File: src/rtl/dispatch_buffer_pkg.sv
// Shared definitions for the dispatch buffer: machine width, buffer depth
// and the decoded-instruction packet handed from decode to rename/ROB.
package dispatch_buffer_pkg;

    localparam int SYS_N_WAY  = 2;
    localparam int DBUF_DEPTH = 8;

    typedef struct packed {
        logic        valid;
        logic [31:0] pc;
        logic [31:0] inst;
        logic        halt;
        logic        illegal;
    } DISPATCH_PACKET;

endpackage

File: src/rtl/prefix_count.sv
// Counts the leading ones of a vector, starting at bit 0.
module prefix_count #(
    parameter int W = 2
) (
    input  logic [W-1:0]       vec,
    output logic [$clog2(W):0] cnt
);

    logic run;

    // Stop counting at the first zero so only the contiguous prefix is seen
    always_comb begin
        cnt = '0;
        run = 1'b1;
        for (int i = 0; i < W; i++) begin
            if (run && vec[i]) cnt = cnt + 1'b1;
            else               run = 1'b0;
        end
    end

endmodule

File: src/rtl/dispatch_buffer.sv
// In-order queue between decode and the rename/ROB cluster. Accepts up to
// N_WAY packets per cycle, presents the oldest N_WAY, retires the prefix of
// slots the cluster took, flushes on branch_haz and locks after halt/illegal.
module dispatch_buffer
    import dispatch_buffer_pkg::*;
#(
    parameter  int N_WAY = SYS_N_WAY,
    parameter  int DEPTH = DBUF_DEPTH,
    localparam int CW    = $clog2(N_WAY) + 1,
    localparam int PW    = $clog2(DEPTH),
    localparam int OW    = PW + 1
) (
    input  logic                        clock,
    input  logic                        reset,
    input  DISPATCH_PACKET [N_WAY-1:0]  in_packet,
    input  logic [CW-1:0]               in_num,
    output logic [CW-1:0]               in_accept,
    output DISPATCH_PACKET [N_WAY-1:0]  dispatch_packet,
    output logic [CW-1:0]               dispatch_num,
    input  logic [N_WAY-1:0]            dispatched,
    input  logic                        branch_haz,
    output logic                        halted,
    output logic [OW-1:0]               count
);

    DISPATCH_PACKET      mem [DEPTH];
    logic [PW-1:0]       head, tail;
    logic [N_WAY-1:0]    dmask, ok_mask;
    logic [CW-1:0]       deq, lead_ok, lim;
    logic [OW-1:0]       free;
    logic                halt_take;

    prefix_count #(.W(N_WAY)) u_deq  (.vec(dmask),   .cnt(deq));
    prefix_count #(.W(N_WAY)) u_halt (.vec(ok_mask), .cnt(lead_ok));

    // Present the oldest entries; slots past occupancy read as zero
    always_comb begin
        dispatch_num = (count > OW'(N_WAY)) ? CW'(N_WAY) : count[CW-1:0];
        for (int i = 0; i < N_WAY; i++) begin
            dispatch_packet[i] = '0;
            if (CW'(i) < dispatch_num)
                dispatch_packet[i] = mem[PW'(head + PW'(i))];
            dmask[i] = dispatched[i] & dispatch_packet[i].valid;
        end
    end

    // Acceptance uses registered occupancy only, so the ROB's dispatched
    // mask never feeds back into in_accept within a cycle
    always_comb begin
        free = OW'(DEPTH) - count;
        lim  = (in_num > CW'(N_WAY)) ? CW'(N_WAY) : in_num;
        if (OW'(lim) > free) lim = free[CW-1:0];
        for (int k = 0; k < N_WAY; k++)
            ok_mask[k] = ~(in_packet[k].halt | in_packet[k].illegal);
        in_accept = lim;
        halt_take = 1'b0;
        if (lead_ok < lim) begin
            in_accept = lead_ok + 1'b1;
            halt_take = 1'b1;
        end
        if (halted || branch_haz) begin
            in_accept = '0;
            halt_take = 1'b0;
        end
    end

    // Pointers, occupancy, halt lock and entry storage
    always_ff @(posedge clock or posedge reset) begin
        if (reset) begin
            head   <= '0;
            tail   <= '0;
            count  <= '0;
            halted <= 1'b0;
            for (int i = 0; i < DEPTH; i++) mem[i] <= '0;
        end else if (branch_haz) begin
            head   <= '0;
            tail   <= '0;
            count  <= '0;
            halted <= 1'b0;
            for (int i = 0; i < DEPTH; i++) mem[i] <= '0;
        end else begin
            // write and clear indices never collide: writes land in free slots
            for (int j = 0; j < N_WAY; j++) begin
                if (CW'(j) < in_accept) begin
                    mem[PW'(tail + PW'(j))]       <= in_packet[j];
                    mem[PW'(tail + PW'(j))].valid <= 1'b1;
                end
            end
            for (int i = 0; i < N_WAY; i++) begin
                if (CW'(i) < deq)
                    mem[PW'(head + PW'(i))].valid <= 1'b0;
            end
            head  <= head + PW'(deq);
            tail  <= tail + PW'(in_accept);
            count <= count + OW'(in_accept) - OW'(deq);
            if (halt_take) halted <= 1'b1;
        end
    end

endmodule

File: config.mk
export PLATFORM = sky130hd
export DESIGN_NAME = dispatch_buffer
export DESIGN_NICKNAME = d
export VERILOG_FILES = /design/src/rtl/dispatch_buffer_pkg.sv /design/src/rtl/prefix_count.sv /design/src/rtl/dispatch_buffer.sv
export SDC_FILE = /design/constraint.sdc
export NUM_CORES = 2
export LEC_CHECK = 0
export CORE_ASPECT_RATIO = 0.6
export CORE_UTILIZATION = 35
export CTS_CLUSTER_DIAMETER = 60
export DETAILED_ROUTE_END_ITERATION = 8
export PLACE_DENSITY = 0.53
export SYNTH_ARGS = -nofsm -noshare
export SYNTH_HDL_FRONTEND = slang
export SYNTH_SLANG_ARGS = --single-unit
File: constraint.sdc
create_clock -name clock -period 15.8 [get_ports clock]
set_input_delay 1.58 -clock clock [delete_from_list [all_inputs] [get_ports clock]]
set_output_delay 1.58 -clock clock [all_outputs]
set_load 0.02 [all_outputs]
==> out/summary.md <==
* startpoint-to-endpoint class of the critical path: flop to primary output
* floorplan row count: 104
* post-DP HPWL: 144 mm
* cell area after layout: 53100 µm²
* pin count of the biggest net entering global routing: 191
* die extent in y: 289 µm
* Yosys warning total: 0
* register-to-register path setup slack: 8470 ps
* deepest level of the CTS H-tree: 3
* post-detailed-route via-to-cell ratio: 8.02
* setup repair after global routing missed its margin: no
* Avg Inst Size Synth: 8.41 µm²
* Leakage Power: 16.2 nW
* post-place instance area: 51000 µm²
* sequential share of power: 21.3%
* count of fill cells added during filler insertion: 13400
* final routed wire length divided by cell count: 41.1 µm
* post-CTS sizing: 0
* startpoint type of the worst setup path: flop
* number of failing setup endpoints in the final timing report: 0
* area of the die: 139000 µm²
* number of violations reported at the end of detailed-routing iteration 0: 10100
* sequential element share of the synthesized area: 28.5%
* Top FF cell, synth: dfrtp_1
* worst clock skew: 33.6 ps
* Layout Area Growth over Synthesis: 10.5%
* cell type of the slowest stage on the worst timing path: dfrtp_4
* arrival time of the worst setup path: 5970 ps
* Setup TNS Final: 0 ps
* Placeable Area: 135000 µm²
* CP max stage delay: 1100 ps
* largest buffer count on any clock path: 3
* cell with the most instances on the worst path: buf_4
* relative max-transition margin: 6.99%
* largest fanout on the critical path: 40
* final wirelength: 293 mm
* initial antenna violation count: 18
* Post-CTS Setup Bufs: 0
* worst-path cell chain: ha_4 > buf_4 > buf_4 > mux4_2 > nand2_1 > a21oi_1 > clkdlybuf4s50_1
* clock power share: 20.9%
* CTS clk-pin slew, worst paths: 70 ps
* Worst EP required: 14220 ps
* antenna violation net count after detailed routing: 0
* PwrDens: 152 nW/µm²
* Post-synth EDFFs: 0
* transition time at the pin with the least slew margin: 1400 ps
* Synth cell types: 62
* element type at the critical path end: primary output
* Overflow after GRT: 0
* Final Critical Period: 7550 ps
* post-synthesis async set-or-reset flop share: 100%
* global-route wire length before repair: 415 mm
* root cell of the clock tree: clkbuf_16
* final estimated routing congestion in global placement: 0.840
* DP Worst Slack: 7820 ps
* max capacitance violation total: 0
* layout cell share with drive strength beyond 1: 10.1%
* via count of the first global-routing pass: 54300
* num ports: 284
* starting density of the core: 35.6%
* Net Sw Frac: 55.1%
* # clock sinks: 547
* maximum vdd drop: 294 µV
* Final nets: 5433
* achievable clock frequency: 132 MHz
* clock tree from TritonCTS: yes
* Global Route Usage Sum: 40.8%
* First-pass DRT Iterations: 7
* cell area after synthesis: 48100 µm²
* total power: 0.00809 W
* die extent in x: 480 µm
* detailed-route DRC error count: 0
* total count of max-transition violations in the final report: 0
* Tcrit/Tclk final: 47.8%
* Final Hold Fails: 0
* worst min-delay path category: flop to flop
* later-pin clock latency in the skew report: 700 ps
* number of instances in the synthesized netlist: 5716
* final worst-path setup slack: 8250 ps
* fraction of power consumed by combinational cells: 57.7%
* count of hold buffers inserted by post-cts repair: 0
* Internal Dissipation: 0.00363 W
* synthesized flop and latch total: 547
* Syn Nets: 5875
* number of buffers created by CTS: 66
* reported net switching power: 0.00446 W
* Buffers on Ports: 281
* via count: 57200
* outcome: completed
logic make-up after synthesis:
family,count (synthesis),synth area share [%]
AO/OA/AOI/OAI,1571,25.0
XOR/XNOR,11,0.232
adder cells (fa/ha/maj),18,0.531
buffers and inverters,952,8.29
flip-flops,547,28.5
multiplexers,545,17.3
AND/OR/NAND/NOR,2072,20.2
cell usage after synthesis, drive strengths merged (5+ instances only):
master / count / area share (%)
nand3: 743 / 7.7
nand2: 727 / 5.7
clkbuf: 691 / 5.6
dfrtp: 547 / 28
o311ai: 504 / 9.2
nand4: 337 / 4.4
mux2i: 316 / 6.6
a311oi: 280 / 5.1
o211ai: 273 / 4.3
a31oi: 257 / 3.3
buf: 240 / 2.6
mux4: 228 / 11
nor2: 213 / 1.7
a21oi: 141 / 1.5
o21ai: 38 / 0.40
o22ai: 24 / 0.31
nor3: 22 / 0.25
a211oi: 21 / 0.34
inv: 21 / 0.16
ha: 14 / 0.36
o41ai: 9 / 0.16
nand2b: 8 / 0.10
and2: 7 / 0.091
nor2b: 7 / 0.091
xnor2: 6 / 0.14
xor2: 5 / 0.091
area by class of cell:
class / count / area, µm² / area share, %
timing repair buffer: 421 / 4030 / 7.59
clock buffer: 99 / 1920 / 3.61
antenna: 12 / 30.0 / 0.0565
clock inverter: 15 / 243 / 0.457
sequential: 547 / 13700 / 25.8
inverter: 21 / 93.8 / 0.177
tap: 1802 / 2250 / 4.24
multi-input combinational: 4217 / 30900 / 58.1
metrics by stage:
step | std cells | hold slack, ps | util (%)
after floorplan | 5716 | 527 | -
after global placement | 7008 | 555 | 37.7
after detailed placement | 7008 | 560 | 37.7
after CTS | 7122 | 572 | 39.3
after global routing | 7128 | 583 | 39.3
final | 7134 | 573 | 39.3
power groups by stage:
stage	registers [W]	logic, W	clock network, W
2_1_floorplan	0.00168	0.00269	0
3_3_place_gp	0.00174	0.00437	0
3_5_place_dp	0.00174	0.00439	0
4_1_cts	0.00172	0.00440	0.00167
5_1_grt	0.00174	0.00465	0.00173
6_report	0.00173	0.00467	0.00169
path summary, 6_finish.rpt:
| check | cells after the start | start | endpoint |
|---|---|---|---|
| max in group asynchronous | 5 | reset | mem[288] |
| worst min-delay path | 2 | mem[1] | mem[1] |
| worst max-delay path | 7 | head[1] | dispatch_packet[74] |
| min in group asynchronous | 3 | reset | mem[374] |
| worst min register to register | 2 | mem[1] | mem[1] |
| worst max register to register | 16 | count[0] | mem[243] |
registers in the layout, indices dropped and copies added, names as in the netlist:
name and cells:
count 4, tail 3, head 3, mem 536
halted 1
cells in the final DEF, fill, tap and decap left out, drive strengths merged, types with 257 or more instances in the layout:
cell,synthesis,routed
a31oi,257,257
mux2i,316,316
a311oi,280,280
o211ai,273,273
dfrtp,547,547
clkdlybuf4s50,0,280
nand4,337,337
nand2,727,727
nand3,743,743
o311ai,504,504
metal layers:
metal	vias to the layer above	track usage, %	routed length (µm)
met2	5922	55.3	116000
met1	28100	54.1	110000
met3	1313	16.8	48500
li1	21900	-	-
met4	10	23.4	18400
met5	-	0	62
worst max-delay path, delay by kind of cell, from the launching register on:
| family | cells | cell delay, ps |
|---|---|---|
| buffers and inverters | 3 | 2180 |
| and+or+nand+nor | 1 | 50 |
| DFF | 1 | 1100 |
| adders and majority gates | 1 | 830 |
| muxes | 1 | 340 |
| AOI/OAI and AO/OA | 1 | 730 |
Note: power is estimated with default switching activity, not from simulation.
